===== src/rtl/stopwatch_pkg.sv =====
// stopwatch_pkg
//   Shared definitions for the stopwatch timekeeping core: BCD digit width,
//   the largest legal tens/ones digit of a 00..59 field, and the operating
//   mode enumeration used by stopwatch_core.
package stopwatch_pkg;

  localparam int DIGIT_W = 4;

  typedef logic [DIGIT_W-1:0] bcd_t;

  localparam bcd_t TENS_MAX = 4'd5;
  localparam bcd_t ONES_MAX = 4'd9;

  typedef enum logic [1:0] {
    RUN,
    PAUSE,
    ADJUST
  } mode_t;

endpackage


===== src/rtl/stopwatch_core_bcd_mod60.sv =====
// bcd_mod60
//   Two-digit BCD counter covering 00..59 that advances by one on each
//   clock where inc is high, wrapping 59 -> 00.
// Ports:
//   clk   in   system clock
//   rst   in   asynchronous active-high reset, clears both digits
//   inc   in   advance the count by one on this edge
//   tens  out  BCD tens digit (0..5), registered
//   ones  out  BCD ones digit (0..9), registered
//   carry out  combinational: inc is high and the value is 59
module bcd_mod60
  import stopwatch_pkg::*;
(
  input  logic clk,
  input  logic rst,
  input  logic inc,
  output bcd_t tens,
  output bcd_t ones,
  output logic carry
);

  logic at_max;

  assign at_max = (tens == TENS_MAX) && (ones == ONES_MAX);
  assign carry  = inc && at_max;

  always_ff @(posedge clk or posedge rst) begin
    if (rst) begin
      tens <= '0;
      ones <= '0;
    end else if (inc) begin
      if (ones == ONES_MAX) begin
        ones <= '0;
        tens <= (tens == TENS_MAX) ? '0 : tens + 4'd1;
      end else begin
        ones <= ones + 4'd1;
      end
    end
  end

endmodule


===== src/rtl/stopwatch_core.sv =====
// stopwatch_core
//   MM:SS BCD stopwatch driven by divider enable pulses. RUN counts on the
//   1 Hz pulse, PAUSE freezes the count, ADJUST (adj level) advances the
//   selected field on the 2 Hz pulse and blinks it on the 4 Hz pulse.
// Parameters:
//   MINUTE_WRAP  1: 59:59 wraps to 00:00 in RUN; 0: count holds at 59:59
// Ports:
//   clk, rst                     clock, asynchronous active-high reset
//   one_hz_tick                  RUN counting pulse
//   two_hz_tick                  ADJUST increment pulse
//   four_hz_tick                 blink toggle pulse
//   pause_pulse                  toggles run/pause outside ADJUST
//   adj, sel                     adjust-mode level, field select (1 = min)
//   min_tens..sec_ones           BCD digits, registered
//   blank_min, blank_sec         field blank flags for blinking, registered
//   paused                       count frozen outside ADJUST
module stopwatch_core
  import stopwatch_pkg::*;
#(
  parameter bit MINUTE_WRAP = 1'b1
) (
  input  logic clk,
  input  logic rst,
  input  logic one_hz_tick,
  input  logic two_hz_tick,
  input  logic four_hz_tick,
  input  logic pause_pulse,
  input  logic adj,
  input  logic sel,
  output bcd_t min_tens,
  output bcd_t min_ones,
  output bcd_t sec_tens,
  output bcd_t sec_ones,
  output logic blank_min,
  output logic blank_sec,
  output logic paused
);

  mode_t mode;

  logic paused_reg, paused_next;
  logic blink_reg, blink_next;
  logic blank_min_reg, blank_min_next;
  logic blank_sec_reg, blank_sec_next;

  logic sec_inc, min_inc, min_adj_inc;
  logic sec_carry;
  // Minutes rolling past 59 is plain modulo behaviour; nothing consumes it.
  logic unused_min_carry;
  logic at_top;

  bcd_mod60 u_sec (
    .clk   (clk),
    .rst   (rst),
    .inc   (sec_inc),
    .tens  (sec_tens),
    .ones  (sec_ones),
    .carry (sec_carry)
  );

  bcd_mod60 u_min (
    .clk   (clk),
    .rst   (rst),
    .inc   (min_inc),
    .tens  (min_tens),
    .ones  (min_ones),
    .carry (unused_min_carry)
  );

  // 59:59 detected straight from the digits so the saturation gate on the
  // seconds increment does not loop back through the counters' carries.
  assign at_top = (sec_tens == TENS_MAX) && (sec_ones == ONES_MAX) &&
                  (min_tens == TENS_MAX) && (min_ones == ONES_MAX);

  // Mode follows the live adj level, so adj rising on the same edge as a
  // 1 Hz pulse already suppresses the RUN increment.
  always_comb begin
    mode = RUN;
    if (adj) begin
      mode = ADJUST;
    end else if (paused_reg) begin
      mode = PAUSE;
    end
  end

  always_comb begin
    sec_inc        = 1'b0;
    min_adj_inc    = 1'b0;
    paused_next    = paused_reg;
    blink_next     = 1'b0;
    blank_min_next = 1'b0;
    blank_sec_next = 1'b0;

    unique case (mode)
      RUN: begin
        if (one_hz_tick && !(!MINUTE_WRAP && at_top)) begin
          sec_inc = 1'b1;
        end
      end
      ADJUST: begin
        if (two_hz_tick) begin
          sec_inc     = !sel;
          min_adj_inc = sel;
        end
      end
      default: ;
    endcase

    if (!adj && pause_pulse) begin
      paused_next = !paused_reg;
    end

    if (adj) begin
      blink_next = blink_reg ^ four_hz_tick;
    end

    blank_min_next = adj && sel && blink_next;
    blank_sec_next = adj && !sel && blink_next;
  end

  // Seconds carry feeds minutes only while counting; in ADJUST the fields
  // are independent.
  assign min_inc = ((mode == RUN) && sec_carry) || min_adj_inc;

  always_ff @(posedge clk or posedge rst) begin
    if (rst) begin
      paused_reg    <= 1'b0;
      blink_reg     <= 1'b0;
      blank_min_reg <= 1'b0;
      blank_sec_reg <= 1'b0;
    end else begin
      paused_reg    <= paused_next;
      blink_reg     <= blink_next;
      blank_min_reg <= blank_min_next;
      blank_sec_reg <= blank_sec_next;
    end
  end

  assign paused    = paused_reg;
  assign blank_min = blank_min_reg;
  assign blank_sec = blank_sec_reg;

endmodule


===== config.mk =====
export PLATFORM = sky130hd
export DESIGN_NAME = stopwatch_core
export DESIGN_NICKNAME = d
export VERILOG_FILES = /design/src/rtl/stopwatch_pkg.sv /design/src/rtl/stopwatch_core_bcd_mod60.sv /design/src/rtl/stopwatch_core.sv
export SDC_FILE = /design/constraint.sdc
export NUM_CORES = 1
export LEC_CHECK = 0
export ABC_AREA = 1
export CAP_MARGIN = 20
export CORE_AREA = 2 2 50 52
export DETAILED_ROUTE_END_ITERATION = 8
export DIE_AREA = 0 0 52 54
export PLACE_DENSITY = 0.82
export SLEW_MARGIN = 20
export SYNTH_ARGS = -nofsm -noshare
export SYNTH_HDL_FRONTEND = slang
export SYNTH_SLANG_ARGS = --single-unit

===== constraint.sdc =====
create_clock -name clk -period 1.4 [get_ports clk]
set_input_delay 0.35 -clock clk [delete_from_list [all_inputs] [get_ports clk]]
set_output_delay 0.35 -clock clk [all_outputs]
set_load 0.01 [all_outputs]

-- Word level (Yosys, flattened, before mapping)
Index checks and enable logic that the tools add are counted.
- shifts and indexed selects: 0
- multipliers: 0
- eq/ne operators: 5
- mux-type cells: 12
- reductions and logical operators: 15
- bitwise operators: 1
- order comparisons: 0
- div/mod/pow operators: 0
- add/sub/neg operators: 4
- operator list (operator ; count):
    4-bit by 1-bit adder with 4-bit output, second input constant ; 4
    4-bit two-way mux ; 4
    4-bit by 3-bit equality test with 1-bit output, second input constant ; 2
    4-bit equality test, second input constant ; 2
    1-bit logical AND ; 8
    1-bit two-way mux ; 6
    2-bit AND reduction ; 2
    1-bit zero test ; 3
    2-bit equality test, second input constant ; 1
    2-bit zero test ; 1
    2-bit two-way mux ; 1
    1-bit one-hot mux with 2 select lines ; 1
    1-bit logical OR ; 1
    1-bit bitwise XOR ; 1
- memory bits (read-only): 0
- bits in latches: 0
- memories: 0
- register bits after elaboration: 20
- memory bits (writable): 0

-- Longest topological paths before layout
Gate-level depths: netlist of run 1.
- word-level depth: 8
- mapped depth: 8

-- Modules after synthesis
From an unflattened synthesis of run 1, not the netlist that was laid out.
- cells, all modules: 142
- area total of the unflattened synthesis: 1107.3 um^2
- by module, submodules not included (module ; area an instance (um^2) ; cells each ; times used ; sequential area each (um^2)):
    bcd_mod60 ; 461.7 ; 59 ; 2 ; 200.2
    stopwatch_core ; 183.9 ; 24 ; 1 ; 100.1

-- Worst setup path before layout of run 1
No wires, ideal clock.
- path kind: register to register
- start point: reg paused_reg, in the netlist paused
- end point: reg u_min.tens[3]
- path buffers: 0
- data arrival time: 1.121 ns
- slack: 0.162 ns
- library setup time: 0.117 ns
- cell stages (with the launch flop): 9
- path through: dfrtp_1 > nor2_2 > nand2_1 > nand2_2 > nand2_4 > o21bai_4 > nand2_1 > nand2_1 > nand2_1
- longest elaborated chain between the ends: 8
- RTL lines (element ; RTL line ; RTL):
    start, declared ; stopwatch_core.sv:41 ; logic paused_reg, paused_next;
    start signal, assigned ; stopwatch_core.sv:132 ; paused_reg <= paused_next;
    1-bit two-way mux (*) ; stopwatch_core.sv:81 ; end else if (paused_reg) begin
    2-bit two-way mux (*) ; stopwatch_core.sv:79 ; if (adj) begin
    2-bit equality test or 2-bit zero test (tied branches) ; stopwatch_core.sv:94, stopwatch_core.sv:123 ;
    1-bit one-hot mux with 2 select lines ; stopwatch_core.sv:94 ; unique case (mode)
    1-bit logical AND ; stopwatch_core_bcd_mod60.sv:25 ; assign carry = inc && at_max;
    1-bit logical AND ; stopwatch_core.sv:123 ; assign min_inc = ((mode == RUN) && sec_carry) || min_adj_inc;
    1-bit logical OR (*) ; stopwatch_core.sv:123 ;
    2-bit AND reduction (no source line) (*) ; -- ;
    end signal, assigned ; stopwatch_core_bcd_mod60.sv:34 ; tens <= (tens == TENS_MAX) ? '0 : tens + 4'd1;
    end, declared ; stopwatch_core_bcd_mod60.sv:17 ; output bcd_t tens,
Mark *: on every way between the ends. The rest lies on a longest branch, timed or not.
A chain may end at the register's enable or synchronous reset.

-- Worst setup path in the final report of run 1
- start point: reg u_sec.ones[2]
- end point: reg u_min.tens[2]
- longest elaborated chain between the ends: 6
- RTL lines (element ; RTL line ; RTL):
    start, declared ; stopwatch_core_bcd_mod60.sv:18 ; output bcd_t ones,
    start signal, assigned ; stopwatch_core_bcd_mod60.sv:36 ; ones <= ones + 4'd1;
    4-bit equality test ; stopwatch_core_bcd_mod60.sv:24 ; assign at_max = (tens == TENS_MAX) && (ones == ONES_MAX);
    1-bit logical AND ; stopwatch_core_bcd_mod60.sv:24 ;
    1-bit logical AND ; stopwatch_core_bcd_mod60.sv:25 ;
    1-bit logical AND ; stopwatch_core.sv:123 ;
    1-bit logical OR ; stopwatch_core.sv:123 ;
    2-bit AND reduction (no source line) ; -- ;
No other way between the ends.

==> flow_summary_export.csv, run 1 <==
group,metric,value,unit
synth,postSynth.topFlopCell,"dfrtp_1",
worst_setup_path,worstPathRequired,1.62,ns
worst_setup_path,slowest_delay,0.43,ns
min_path,holdCritStartpoint,"sel",
floorplan,core-area,2320,µm²
final_layout,multiInputGateArea,508,µm²
worst_setup_path,crit_fanout,5,
final_layout,layout_commonest_cell,"nand2_1",
synth,synth-seq-area-share,49.0,%
timing,slew_violations,0,
synth,synth_seq_cells,20,
global_routing,grt_pass1_vias,975,
worst_setup_path,slowest_stage,"dfrtp_1",
timing,hold_viol,0,
clock_network,clockRootBuffer,"clkbuf_4",
worst_setup_path,end_kind,"flop",
clock_network,cts_tree,"done",
final_layout,drive_gt1_share,31.2,%
final_layout,nFillCells,164,
worst_setup_path,crit_type,"reg -> reg",
synth,synth_area,1020,µm²
clock_network,clk_latency,0.31,ns
worst_setup_path,rr_worst_depth,8,
clock_network,htree_num_levels,1,
timing,fin_crit,1.38,ns
worst_setup_path,crit_buf_inv,1,
placement,place_inst,197,
synth,synth_edf_count,0,
placement,routabilityCongestion,0.810,
floorplan,rows,18,
min_path,hold_depth,2,
synth,yosysTopAreaCellShare,49.0,%
timing,fin_hold_ws,0.307,ns
worst_setup_path,cpMostUsedCell,"nand2_1",
detailed_routing,antenna_left,0,
detailed_routing,wl_per_cell,12.8,µm
power_and_ir_drop,p_clk_share,12.8,%
outcome,status,"completed",
worst_setup_path,r2r-start,"u_sec.ones[2]",
floorplan,dieHeight,54,µm
synth,yosys-top-cells-area,"dfrtp_1 (49%), nand2_1 (12%), inv_1 (8.8%), nor2_1 (6.2%), nand3_1 (3.9%)",
worst_setup_path,cp.arrival,1.60,ns
power_and_ir_drop,power_frac_seq,33.3,%
timing,finalSetupViolCount,0,
flow_run,maxCapViolations,0,
synth,avgSynthCellArea,7.80,µm²
clock_network,cts-buffers-inserted,3,
floorplan,dieArea,2810,µm²
placement,dp_hpwl,1760,µm
timing,fin_crit_sh,98.7,%
global_routing,antenna_found_initial,0,
power_and_ir_drop,peakVddDrop,1.13,mV
worst_setup_path,startpoint,"u_sec.ones[2]",
worst_setup_path,reg2reg_to,"u_min.tens[2]",
clock_network,clock-sinks,20,
synth,ys_types,19,
timing,rsz0062_at_grt,"true",
final_layout,diodes,0,
detailed_routing,firstDrtPassIters,4,
placement,io_buffers,26,
global_routing,grt_overflow,0,
worst_setup_path,worstSetupStartpointType,"flop",
min_path,hp-class,"in -> reg",
floorplan,ios,27,
global_routing,gr-usage-all-layers,21.0,%
power_and_ir_drop,intPower,1.61,mW
detailed_routing,routed_wl,2770,µm
synth,synth_nets,139,
min_path,hold-path-endpoint,"blank_sec",
worst_setup_path,cp_cell_sequence,"inv_1, nand2_1, nor2_4, nand2_4, o21bai_4, nand2_2, nand2_1, nand2_1",
global_routing,grt_pass1_wl,4350,µm
timing,maxSlewHeadroom,80.9,%
final_layout,layout.cells.most_common_list,"nand2_1 (25), buf_4 (21), inv_1 (20), dfrtp_1 (20), dlygate4sd2_1 (18)",
power_and_ir_drop,powerDensity,1670,nW/µm²
worst_setup_path,r2r_setup_slack,0.02,ns
floorplan,die_x,52,µm
final_layout,final-seq-area,500,µm²
timing,max_freq,723,MHz
worst_setup_path,crit_family,"simple AND/OR/NAND/NOR gates",
synth,yosysWarnings,0,
clock_network,clk_pin_slew,0.13,ns
power_and_ir_drop,combinationalPowerShare,53.9,%
clock_network,hold_buffers,0,
global_routing,grt_max_degree,21,
synth,syn_inst,131,
detailed_routing,route.detailed.vias_per_inst,4.88,
final_layout,instances_no_fill,216,
floorplan,start_util,44.1,%
detailed_routing,vias,1055,
final_layout,nets,195,
timing,worstMarginPinSlew,0.285,ns
power_and_ir_drop,swShare,41.0,%
detailed_routing,drc_errors,0,
detailed_routing,drtIter0Drc,16,
final_layout,syn2layout_area_growth,59.6,%
synth,synthArstFlopShare,100,%
power_and_ir_drop,p_leak,0.892,nW
synth,synth_top_cell_by_area,"dfrtp_1",
timing,fin_skew,0.0111,ns
clock_network,cts_max_path_buffers,2,
power_and_ir_drop,switchingPower,1.12,mW
power by group through the flow:
stage	combinational [mW]	clock, mW	sequential (mW)
after detailed placement	1.06	0	0.987
after global placement	1.02	0	0.972
after floorplan	0.435	0	1.05
after global routing	1.61	0.372	0.933
after CTS	1.23	0.350	0.900
final	1.47	0.350	0.911
logic make-up after synthesis:
family,Yosys count,synth area share [%]
simple gates,67,28.0
buf+inv,25,9.91
flops,20,49.0
compound gates,15,9.67
xor+xnor,4,3.43
stage by stage:
stage / instance area (µm²) / utilization, % / setup WS (ns) / setup TNS [ns] / power [mW]
after detailed placement: 1390 / 60.0 / -0.365 / -4.51 / 2.04
after global routing: 1630 / 70.3 / -0.0786 / -0.417 / 2.91
after CTS: 1510 / 65.2 / -0.0371 / -0.0409 / 2.48
after global placement: 1390 / 60.0 / -0.290 / -3.52 / 2.00
final: 1630 / 70.3 / 0.0177 / 0 / 2.73
after floorplan: 1020 / - / 0.162 / 0 / 1.48
how the worst max path moves through the flow:
stage / to / cells past startpoint
3_5_place_dp: u_min.tens[2] / 8
2_1_floorplan: u_min.tens[3] / 8
3_3_place_gp: u_min.tens[2] / 9
4_1_cts: u_min.ones[3] / 9
5_1_grt: u_min.tens[2] / 9
6_report: u_min.tens[2] / 8
area by class of cell:
cell class / count / area share, %
Sequential cell: 20 / 30.7
Tap cell: 30 / 2.30
Inverter: 24 / 5.83
Multi-Input combinational cell: 86 / 31.1
Clock buffer: 4 / 2.22
Timing Repair Buffer: 52 / 27.8
synthesized netlist by cell type, types with 2 or more instances:
cell / instances
inv_1: 24
nor2_2: 3
xor2_1: 3
dfrtp_1: 20
o22ai_1: 2
nand2_2: 2
nor2_1: 17
nand2_1: 34
o21ai_0: 6
nand3_1: 8
a21oi_1: 3
o211ai_1: 2
routing by layer:
metal	share of wire, %	GRT usage, %
met1	40	24.6
met2	53	36.7
met3	3.6	3.61
met4	3.1	11.0
met5	0	0
timing repair:
action                     in CTS  in global routing
resized for setup              29                 32
setup buffers                  11                  4
setup endpoints to repair      24                 20
pin swaps                       5                 13
Note: power is estimated with default switching activity, not from simulation.
==> run 2: changes to the inputs <==
--- a/config.mk
+++ b/config.mk
@@ -7,10 +7,12 @@
 export LEC_CHECK = 0
 export ABC_AREA = 1
 export CAP_MARGIN = 20
-export CORE_AREA = 2 2 50 52
+export CORE_AREA = 4 4 52 54
+export CTS_CLUSTER_DIAMETER = 120
 export DETAILED_ROUTE_END_ITERATION = 8
-export DIE_AREA = 0 0 52 54
+export DIE_AREA = 0 0 56 58
 export PLACE_DENSITY = 0.82
+export SKIP_CTS_REPAIR_TIMING = 1
 export SLEW_MARGIN = 20
 export SYNTH_ARGS = -nofsm -noshare
 export SYNTH_HDL_FRONTEND = slang
==> run 2 against run 1 <==
Effect of this change:
- the run now ends with negative setup slack left
- global-route usage is 5.7 points lower
- sequential cell count is the same
- clock power shrank 21%
- clock skew is 0.0049 ns lower
- power shrank 0.76%
- first-iteration DRC count is 88% higher
- combinational power increased by 3%
- critical path depth stayed put
- critical endpoint is now u_min.ones[3]
==> flow_summary_export.csv, run 2 (same netlist as run 1, synthesis figures left out) <==
group,metric,value,unit
detailed_routing,drc_errors,0,
worst_setup_path,cpMostUsedCell,"nand2_2",
detailed_routing,firstDrtPassIters,4,
clock_network,clock-sinks,20,
timing,fin_setup_tns,-0.392,ns
worst_setup_path,r2r-start,"u_sec.tens[2]",
placement,dp_hpwl,1820,µm
detailed_routing,vias,1056,
power_and_ir_drop,p_total,2.71,mW
final_layout,nFillCells,154,
worst_setup_path,crit_fanout,5,
floorplan,dieArea,3250,µm²
timing,fin_crit,1.48,ns
detailed_routing,wl_per_cell,13.6,µm
global_routing,grt_pass1_wl,4050,µm
clock_network,cts_tree,"done",
placement,routabilityCongestion,0.772,
power_and_ir_drop,peakVddDrop,1.40,mV
final_layout,drive_gt1_share,32.6,%
worst_setup_path,slowest_stage,"dfrtp_1",
global_routing,gr-usage-all-layers,15.3,%
placement,dpl_cell_area,1380,µm²
timing,rsz0062_at_grt,"true",
detailed_routing,antenna_left,0,
final_layout,multiInputGateArea,515,µm²
timing,hold_viol,0,
outcome,status,"finished, violations left",
final_layout,layout.cells.most_common_list,"inv_1 (22), nand2_1 (22), dfrtp_1 (20), buf_4 (20), dlymetal6s2s_1 (19)",
worst_setup_path,reg2reg_to,"u_min.ones[3]",
power_and_ir_drop,intPower,1.61,mW
detailed_routing,route.detailed.vias_per_inst,4.98,
floorplan,die_x,56,µm
floorplan,dieHeight,58,µm
power_and_ir_drop,combinationalPowerShare,55.6,%
clock_network,clockRootBuffer,"clkbuf_4",
worst_setup_path,worstSetupStartpointType,"flop",
worst_setup_path,slowest_delay,0.39,ns
floorplan,ios,27,
timing,maxSlewHeadroom,79.3,%
power_and_ir_drop,power_frac_seq,34.2,%
floorplan,core-area,2210,µm²
floorplan,rows,17,
global_routing,antenna_found_initial,0,
global_routing,grt_max_degree,11,
timing,fin_crit_sh,106,%
worst_setup_path,cp_cell_sequence,"buf_4, nand2_2, nor2_2, nand2_2, o21bai_4, buf_6, nand2_2, o21ai_1",
final_layout,diodes,0,
global_routing,grt_overflow,0,
final_layout,syn2layout_area_growth,63.6,%
worst_setup_path,crit_type,"reg -> reg",
clock_network,htree_num_levels,1,
worst_setup_path,r2r_setup_slack,-0.08,ns
final_layout,final-seq-area,500,µm²
timing,finalSetupViolCount,7,
placement,io_buffers,26,
flow_run,maxCapViolations,0,
detailed_routing,routed_wl,2880,µm
timing,max_freq,677,MHz
final_layout,nets,194,
floorplan,start_util,46.2,%
clock_network,cts_max_path_buffers,2,
power_and_ir_drop,switchingPower,1.11,mW
worst_setup_path,cp.arrival,1.71,ns
worst_setup_path,worstPathRequired,1.64,ns
power_and_ir_drop,p_leak,1.07,nW
worst_setup_path,rr_worst_depth,8,
timing,worstMarginPinSlew,0.310,ns
detailed_routing,drtIter0Drc,30,
timing,fin_hold_ws,0.322,ns
timing,fin_skew,0.00622,ns
clock_network,cts-buffers-inserted,3,
global_routing,grt_pass1_vias,999,
power_and_ir_drop,swShare,40.8,%
worst_setup_path,end_kind,"flop",
outcome,violations,"negative setup slack",
timing,slew_violations,0,
power_and_ir_drop,p_clk_share,10.2,%
timing,setup_slack,-0.0772,ns
final_layout,final_area,1670,µm²
min_path,hp-class,"in -> async",
worst_setup_path,critPathCapture,"u_min.ones[3]",
worst_setup_path,startpoint,"u_sec.tens[2]",
clock_network,clk_pin_slew,0.11,ns
power_and_ir_drop,powerDensity,1620,nW/µm²
clock_network,clk_latency,0.30,ns
-- run 2: worst max-delay path: cells and delay by family, from the launching register on --
family                 cells  cell delay [ns]
flip-flops                 1             0.39
buffers and inverters      2             0.30
AO/OA/AOI/OAI              2             0.29
AND/OR/NAND/NOR            4             0.43
-- run 2: layout make-up --
type | instances | area share, %
multi-input cells | 86 | 30.8
repair buffers | 51 | 30.4
flip-flops and latches | 20 | 29.9
inverters | 24 | 5.39
well taps | 28 | 2.09
clock buffers | 3 | 1.35
-- run 2: layer usage --
layer	up-vias	global-route usage, %	part of all wire (%)
met5	-	0	0
met4	0	6.78	3.5
met3	12	3.12	4.4
met2	37	29.2	54
met1	495	16.2	38
li1	512	-	-
-- run 2: through the flow --
stage | cells | worst slack, ns | utilization [%]
2_1_floorplan | 131 | 0.162 | -
3_3_place_gp | 194 | -0.293 | 62.4
3_5_place_dp | 194 | -0.382 | 62.4
4_1_cts | 197 | -0.280 | 63.5
5_1_grt | 212 | -0.215 | 75.6
6_report | 212 | -0.0772 | 75.6
-- run 2: worst min path at each step --
stage,end,slack (ns)
5_1_grt,u_sec.ones[3],0.35
2_1_floorplan,blank_min,0.31
6_report,blank_min,0.32
3_3_place_gp,u_sec.tens[3],0.49
4_1_cts,u_min.tens[1],0.33
3_5_place_dp,u_sec.tens[3],0.51
-- run 2: power groups by stage --
stage          Combinational (mW)  Clock [mW]  Sequential [mW]
2_1_floorplan               0.435           0             1.05
3_3_place_gp                 1.06           0            0.957
3_5_place_dp                 1.10           0            0.971
4_1_cts                      1.11       0.278            0.960
5_1_grt                      1.63       0.316            0.953
6_report                     1.51       0.277            0.929
==> run 3: changes to the inputs <==
--- a/config.mk
+++ b/config.mk
@@ -6,14 +6,15 @@
 export NUM_CORES = 1
 export LEC_CHECK = 0
 export ABC_AREA = 1
-export CAP_MARGIN = 20
 export CORE_AREA = 4 4 52 54
 export CTS_CLUSTER_DIAMETER = 120
 export DETAILED_ROUTE_END_ITERATION = 8
 export DIE_AREA = 0 0 56 58
+export MAX_ROUTING_LAYER = met4
 export PLACE_DENSITY = 0.82
 export SKIP_CTS_REPAIR_TIMING = 1
 export SLEW_MARGIN = 20
 export SYNTH_ARGS = -nofsm -noshare
 export SYNTH_HDL_FRONTEND = slang
 export SYNTH_SLANG_ARGS = --single-unit
+export TNS_END_PERCENT = 50
==> run 3 against run 2 <==
Effect of this change:
- the flow still finishes with violations (negative setup slack)
- register-to-register slack barely moved
- cell area shrank 8.2%
- clock power about the same
- highest routed layer unchanged
- sequential cell count did not move
- clock-buffer cell count stayed put
==> flow_summary_export.csv, run 3 (same netlist as run 1, synthesis figures left out) <==
group,metric,value,unit
worst_setup_path,cp.arrival,1.68,ns
clock_network,cts_tree,"done",
detailed_routing,route.detailed.vias_per_inst,4.92,
final_layout,nets,188,
timing,fin_skew,0.00745,ns
worst_setup_path,crit_family,"simple AND/OR/NAND/NOR gates",
timing,worstMarginPinSlew,0.207,ns
outcome,status,"finished, violations left",
power_and_ir_drop,swShare,39.0,%
power_and_ir_drop,combinationalPowerShare,51.7,%
detailed_routing,drtIter0Drc,24,
global_routing,gr-usage-all-layers,15.8,%
worst_setup_path,end_kind,"flop",
final_layout,layout.cells.most_common_list,"nand2_1 (34), inv_1 (24), dfrtp_1 (20), dlymetal6s2s_1 (20), buf_4 (19)",
min_path,hp-class,"in -> async",
detailed_routing,vias,1013,
final_layout,diodes,0,
clock_network,clk_latency,0.30,ns
power_and_ir_drop,powerDensity,1630,nW/µm²
worst_setup_path,crit_type,"reg -> reg",
clock_network,cts_max_path_buffers,2,
clock_network,clockRootBuffer,"clkbuf_4",
detailed_routing,firstDrtPassIters,4,
placement,dp_hpwl,1820,µm
worst_setup_path,crit_fanout,7,
placement,preCtsSetupSlack,-0.382,ns
worst_setup_path,slowest_delay,0.42,ns
detailed_routing,routed_wl,2580,µm
final_layout,layout_commonest_cell,"nand2_1",
power_and_ir_drop,intPower,1.53,mW
timing,slew_violations,0,
placement,routabilityCongestion,0.783,
worst_setup_path,r2r-start,"paused",
worst_setup_path,worstSetupStartpointType,"flop",
final_layout,drive_gt1_share,18.0,%
global_routing,grt_pass1_vias,1000,
detailed_routing,drc_errors,0,
detailed_routing,wl_per_cell,12.5,µm
timing,fin_setup_tns,-0.445,ns
floorplan,rows,17,
floorplan,dieHeight,58,µm
global_routing,grt_overflow,0,
floorplan,core-area,2210,µm²
worst_setup_path,slowest_stage,"dfrtp_1",
timing,rsz0062_at_grt,"true",
floorplan,ios,27,
final_layout,final_area,1540,µm²
clock_network,clock-sinks,20,
power_and_ir_drop,power_frac_seq,37.4,%
flow_run,maxCapViolations,0,
global_routing,antenna_found_initial,0,
timing,fin_crit,1.48,ns
power_and_ir_drop,p_clk_share,10.9,%
power_and_ir_drop,peakVddDrop,1.21,mV
clock_network,cts-buffers-inserted,3,
worst_setup_path,worstPathRequired,1.59,ns
global_routing,grt_pass1_wl,4050,µm
timing,setup_slack,-0.0843,ns
worst_setup_path,cpMostUsedCell,"nand2_1",
placement,dpl_cell_area,1380,µm²
timing,finalSetupViolCount,7,
clock_network,clk_pin_slew,0.12,ns
worst_setup_path,crit_buf_inv,1,
timing,max_freq,674,MHz
timing,maxSlewHeadroom,86.2,%
detailed_routing,antenna_left,0,
floorplan,die_x,56,µm
floorplan,dieArea,3250,µm²
global_routing,grt_max_degree,11,
clock_network,htree_num_levels,1,
power_and_ir_drop,p_leak,1.01,nW
floorplan,start_util,46.2,%
worst_setup_path,cp_cell_sequence,"buf_4, nor2_4, nand2_1, nand2_2, nand2_4, o21bai_4, nand2_1, nand2_1, nand2_1",
timing,fin_crit_sh,106,%
timing,hold_viol,0,
power_and_ir_drop,switchingPower,976,µW
final_layout,nFillCells,182,
final_layout,syn2layout_area_growth,50.3,%
placement,io_buffers,26,
outcome,violations,"negative setup slack",
worst_setup_path,startpoint,"paused",
==> run 3: final cells by class <==
cell class              count  area (µm²)  share of cell area [%]
flip-flops and latches     20         500                    32.6
multi-input cells          86         435                    28.3
repair buffers             45         453                    29.5
inverters                  24        90.1                    5.86
well taps                  28        35.0                    2.28
clock buffers               3        22.5                    1.47
==> run 3: power groups by stage <==
| stage | Combinational (mW) | Sequential (mW) | Clock (mW) |
|---|---|---|---|
| final | 1.29 | 0.935 | 0.274 |
| after global routing | 1.42 | 0.962 | 0.315 |
| after CTS | 1.11 | 0.960 | 0.278 |
| after detailed placement | 1.10 | 0.971 | 0 |
| after global placement | 1.06 | 0.957 | 0 |
| after floorplan | 0.435 | 1.05 | 0 |
==> run 3: path summary, 6_finish.rpt <==
path,cells after the start,slack (ns),end
hold reg to reg,1,0.51,paused
setup reg to reg,9,-0.08,u_min.tens[1]
setup / recovery,9,-0.08,u_min.tens[1]
max in group asynchronous,3,0.92,blink_reg
hold / removal,3,0.33,u_min.ones[0]
min in group clk,3,0.45,blink_reg
==> run 3: worst register-to-register path, stage by stage, from the launching register on <==
cell	delay, ns
dfrtp_1	0.42
buf_4	0.15
nor2_4	0.10
nand2_1	0.07
nand2_2	0.10
nand2_4	0.09
o21bai_4	0.17
nand2_1	0.13
nand2_1	0.09
nand2_1	0.06
==> run 3: per-layer routing <==
layer | wire length, µm | vias up | global-route usage (%)
li1 | - | 496 | -
met1 | 1070 | 475 | 16.5
met2 | 1340 | 38 | 29.2
met3 | 142 | 4 | 2.67
met4 | 26 | 0 | 6.78
met5 | 0 | - | -
==> run 3: per-stage QoR <==
stage | hold WS [ns] | utilization (%) | total power [mW] | cells
floorplan | 0.314 | - | 1.48 | 131
global route | 0.359 | 69.5 | 2.69 | 206
finish | 0.330 | 69.5 | 2.50 | 206
global placement | 0.492 | 62.4 | 2.01 | 194
CTS | 0.328 | 63.5 | 2.34 | 197
detailed placement | 0.510 | 62.4 | 2.07 | 194
==> RTL change 1, RTL diff (config.mk and constraints of run 1) <==
Register the inputs `one_hz_tick`, `two_hz_tick`, `four_hz_tick`, `pause_pulse`, `adj` and `sel` before use, without a reset. The logic sees them one clock later.
--- a/src/rtl/stopwatch_core.sv
+++ b/src/rtl/stopwatch_core.sv
@@ -35,6 +35,22 @@
   output logic blank_sec,
   output logic paused
 );
+
+  logic one_hz_tick_q;
+  logic two_hz_tick_q;
+  logic four_hz_tick_q;
+  logic pause_pulse_q;
+  logic adj_q;
+  logic sel_q;
+
+  always_ff @(posedge clk) begin
+    one_hz_tick_q  <= one_hz_tick;
+    two_hz_tick_q  <= two_hz_tick;
+    four_hz_tick_q <= four_hz_tick;
+    pause_pulse_q  <= pause_pulse;
+    adj_q          <= adj;
+    sel_q          <= sel;
+  end
 
   mode_t mode;
 
@@ -76,7 +92,7 @@
   // 1 Hz pulse already suppresses the RUN increment.
   always_comb begin
     mode = RUN;
-    if (adj) begin
+    if (adj_q) begin
       mode = ADJUST;
     end else if (paused_reg) begin
       mode = PAUSE;
@@ -93,29 +109,29 @@
 
     unique case (mode)
       RUN: begin
-        if (one_hz_tick && !(!MINUTE_WRAP && at_top)) begin
+        if (one_hz_tick_q && !(!MINUTE_WRAP && at_top)) begin
           sec_inc = 1'b1;
         end
       end
       ADJUST: begin
-        if (two_hz_tick) begin
-          sec_inc     = !sel;
-          min_adj_inc = sel;
+        if (two_hz_tick_q) begin
+          sec_inc     = !sel_q;
+          min_adj_inc = sel_q;
         end
       end
       default: ;
     endcase
 
-    if (!adj && pause_pulse) begin
+    if (!adj_q && pause_pulse_q) begin
       paused_next = !paused_reg;
     end
 
-    if (adj) begin
-      blink_next = blink_reg ^ four_hz_tick;
+    if (adj_q) begin
+      blink_next = blink_reg ^ four_hz_tick_q;
     end
 
-    blank_min_next = adj && sel && blink_next;
-    blank_sec_next = adj && !sel && blink_next;
+    blank_min_next = adj_q && sel_q && blink_next;
+    blank_sec_next = adj_q && !sel_q && blink_next;
   end
 
   // Seconds carry feeds minutes only while counting; in ADJUST the fields
Formal check against the unedited RTL: not equivalent (a bounded check fails within 4 cycles, from zero or initial values and one cycle with rst high).
==> RTL change 1 against run 1 <==
- sequential share of layout area up 6.2 points
- routed wire length down 12%
- power down 3.7%
- area after synthesis up 12%
- sequential cell count up 6
- clock skew down 0.0058 ns
- setup slack worse by 0.0044 ns
- cell area up 3.1%
==> RTL change 1: results (changes against run 1) <==
status complete, no violations; 1st-iter DRT viols 5 (-11); share of layout cells above drive strength 1 27.1% (-4.1 points); top cells by area, synth dfrtp_1, nand2_1, dfxtp_1, inv_1, nand3_1; global-route wire length before repair 4020 um (-7.8%); final non-filler cell total 218 (+0.93%); Worst Path Max Fanout 6 (+1); M2 GR Usage 33.8% (-3.0 points); P_leak 0.890 nW (-0.23%); Peak VDD IR 0.863 mV (-24%); Cell Area, Placed 1470 um^2 (+5.8%); WL met1 1040 um (-7.4%); total routed wirelength 2430 um (-12%); routed wl met2 1260 um (-14%); Pwr Total 2.63 mW (-3.7%); Logic pwr share 42.6% (-11 points); CP arrival 1.62 ns (+0.02 ns); met1 usage 22.6% (-2.1 points); Mapped Cells 139 (+6.1%); Vias/cell 4.80 (-1.8%); sequential power 0.999 mW (+9.7%); Setup Skew 0.00532 ns (-0.00579 ns); RD Place Congestion 0.783 (-3.3%); total track usage 19.6% (-1.4 points); nets 197 (+1.0%)
==> RTL change 1: cell count changes in the layout (fill, tap and decap cells not counted), sizes merged, moves of 2 or more <==
cell and change:
nand3 +4, clkdlybuf4s15 +6, clkbuf +2, clkdlybuf4s50 +2, o211ai -2, dlygate4sd2 -10, buf -6, dfxtp +6
nand2 +2
==> RTL change 1: worst max-delay path, delay by kind of cell (launching register included) <==
family          cells  cell delay [ns]
buf+inv             2             0.19
simple gates        6             0.48
compound gates      1             0.19
flops               1             0.43
==> RTL change 1: cells by family after synthesis <==
| kind of cell | after synthesis | synth area share (%) |
|---|---|---|
| AND/OR/NAND/NOR | 72 | 27.0 |
| flip-flops | 26 | 54.4 |
| buffers and inverters | 24 | 8.55 |
| AO/OA/AOI/OAI | 14 | 7.78 |
| XOR/XNOR | 3 | 2.30 |
==> RTL change 1: final timing paths <==
check                              start            end  slack, ns  depth (start not counted)
setup / recovery           u_sec.ones[2]  u_min.tens[1]       0.01                          9
hold / removal                       rst  u_min.tens[1]       0.32                          3
setup reg to reg           u_sec.ones[2]  u_min.tens[1]       0.01                          9
hold reg to reg                    sel_q      blank_sec       0.44                          1
max in group asynchronous            rst  u_sec.ones[1]       0.86                          3
min in group clk                   sel_q      blank_sec       0.44                          1
==> RTL change 1: cell type report <==
type	count	area, um^2
multi-input combinational	89	487
timing repair buffer	46	397
tap	30	37.5
clock inverter	1	30.0
clock buffer	3	22.5
fill	162	637
inverter	23	88.8
sequential	26	621
==> RTL change 1: repair_timing <==
item                                   CTS  global route
pin swaps                                1            14
setup buffers                           12             2
endpoints found under the hold margin    0             0
gates resized for setup                 23            39
setup endpoints to repair               19            23
==> RTL change 2, RTL diff (config.mk and constraints of run 1) <==
Made on the original files. Set the parameter `MINUTE_WRAP` to 1'b0 (it was 1'b1).
--- a/src/rtl/stopwatch_core.sv
+++ b/src/rtl/stopwatch_core.sv
@@ -17,7 +17,7 @@
 module stopwatch_core
   import stopwatch_pkg::*;
 #(
-  parameter bit MINUTE_WRAP = 1'b1
+  parameter bit MINUTE_WRAP = 1'b0
 ) (
   input  logic clk,
   input  logic rst,
Check against the original RTL: no difference found for any inputs over 10 cycles, from zero or initial values and one cycle with rst high; that may be too few to reach the edited logic, so the function may still have changed.
==> RTL change 2 against run 1 <==
- the flow now finishes with violations (setup timing)
- critical path depth grew 5
- routed wire length is 10% higher
- combinational power increased by 20%
- cell area rose by 8.4%
- sequential cell count unchanged
- setup slack got worse by 0.18 ns
- area after synthesis rose by 6.4%
- sequential share of layout area fell by 2.4 points
- clock skew shrank 0.0071 ns
- non-clock buffer count grew 17
- power up 6.9%
==> RTL change 2: results (changes against run 1) <==
fillers 170 (+3.7%); Hold/Removal Path Class input pin to asynchronous set/reset pin; number of CTS-inserted buffers 3 (unchanged); critical path class flip-flop to flip-flop; total track usage 23.8% (+2.8 points); worst slew pin tran 0.370 ns (+0.0850 ns); ys flop type dfrtp_1; Setup Skew 0.00398 ns (-0.00713 ns); via count 1193 (+13%); R2R depth 13 (+5); number of global-route vias before repair 1174 (+20%); clock tree buffer depth 2 (unchanged); Detail Route Antenna Nets 0 (unchanged); global-route wire length before repair 4840 um (+11%); Peak VDD IR 1.09 mV (-3.6%); Worst R2R End u_min.tens[3]; clock latency on the worst-skew pair 0.31 ns (about the same); CTS clk-pin slew, worst paths 0.11 ns (-0.02 ns); final setup fails 17 (+17); status complete, but fails checks; Synthesis Warnings 0 (unchanged); switching power total 1.16 mW (+3.7%); RD Place Congestion 0.859 (+6.1%); Rows 18 (unchanged); share of layout cells above drive strength 1 42.5% (+11 points); Mapped Nets 150 (+7.9%); Pre-antenna DRT Iters 4 (unchanged); top cells by area, synth dfrtp_1, nand2_1, o21ai_0, inv_1, nor2_1; Synth async-reset ratio 100% (unchanged); 1st-iter DRT viols 22 (+6); H-tree levels 1 (unchanged); Worst Path Max Fanout 6 (+1); Diodes inserted 0 (unchanged); CP delay by family, top simple AND/OR/NAND/NOR gates; post-synthesis sequential area ratio 46.0% (-2.9 points); pre-CTS setup slack -0.487 ns (-0.122 ns); most frequent cells after synthesis nand2_1, dfrtp_1, inv_1, nor2_1, o21ai_0; Worst path slowest cell dfrtp_1; CP Launch Point u_sec.ones[0]; root buffer cell clkbuf_4; Worst path max stage delay 0.38 ns (-0.05 ns); largest net degree at the start of global routing 21 (unchanged); setup slack after layout -0.165 ns (-0.183 ns); # port buffers 26 (unchanged); hpwl dp 2220 um (+26%); synth unique cells 20 (+1); total routed wirelength 3050 um (+10%); violated checks setup timing; P_leak 0.948 nW (+6.3%); initial antenna violation count 0 (unchanged); nets 224 (+15%)
## RTL change 2: cell count changes in the layout (fill, tap and decap cells not counted), sizes merged, moves of 3 or more
cell,delta
nand3,+3
nand2,-3
o21ai,+13
nor2,+3
nor3,+3
dlygate4sd2,-13
buf,+31
## RTL change 2: stage by stage
stage          std cells  hold slack (ns)  util [%]  cell area [um^2]  setup TNS [ns]
2_1_floorplan        142            0.314         -              1100         -0.0946
3_3_place_gp         232            0.505      71.1              1650           -5.22
3_5_place_dp         232            0.519      71.1              1650           -6.30
4_1_cts              241            0.359      73.8              1710           -1.19
5_1_grt              244            0.378      76.2              1770           -3.24
6_report             244            0.358      76.2              1770           -1.96
## RTL change 2: power by group through the flow
stage / sequential [mW] / clock (mW) / combinational, mW
4_1_cts: 0.869 / 0.289 / 1.69
5_1_grt: 0.893 / 0.312 / 1.93
2_1_floorplan: 1.04 / 0 / 0.556
6_report: 0.879 / 0.281 / 1.76
3_5_place_dp: 0.893 / 0 / 1.66
3_3_place_gp: 0.883 / 0 / 1.60
## RTL change 2: how the worst min path moves through the flow
stage	start	endpoint	slack, ns	cells after the start
final	rst	u_min.ones[0]	0.36	3
after global routing	rst	u_min.tens[2]	0.38	3
after CTS	rst	u_min.ones[0]	0.36	3
after detailed placement	blink_reg	blink_reg	0.52	3
after global placement	blink_reg	blink_reg	0.50	3
after floorplan	rst	blank_min	0.31	1
## RTL change 2: final cells by class
| type | count | share of cell area (%) |
|---|---|---|
| sequential | 20 | 28.3 |
| multi-input combinational | 98 | 31.8 |
| inverter | 24 | 5.24 |
| tap | 30 | 2.12 |
| clock buffer | 3 | 1.27 |
| timing repair buffer | 69 | 31.2 |
## RTL change 2: cell families after synthesis
family | count (synthesis) | share of synthesized area, %
xor+xnor | 4 | 3.22
simple gates | 72 | 30.6
compound gates | 21 | 10.8
flops | 20 | 46.0
buf+inv | 25 | 9.32
## RTL change 2: metal layers
layer | global-route usage (%) | up-vias | part of all wire [%] | wire length (um)
li1 | - | 592 | - | -
met2 | 46.2 | 29 | 56 | 1700
met3 | 2.50 | 6 | 3.6 | 109
met1 | 26.0 | 566 | 39 | 1190
met5 | 0 | - | 0 | 0
met4 | 10.5 | 0 | 1.6 | 48
## RTL change 2: timing repair
action,in CTS,in global routing
buffers inserted,7,4
cloned,1,0
pin swaps,10,3
gates resized for setup,78,11
endpoints found under the setup margin,33,19
## RTL change 2: worst register-to-register path: cells and delay by family, from the launching register on
kind	cells	cell delay [ns]
buf+inv	3	0.27
flops	1	0.38
simple gates	10	0.81
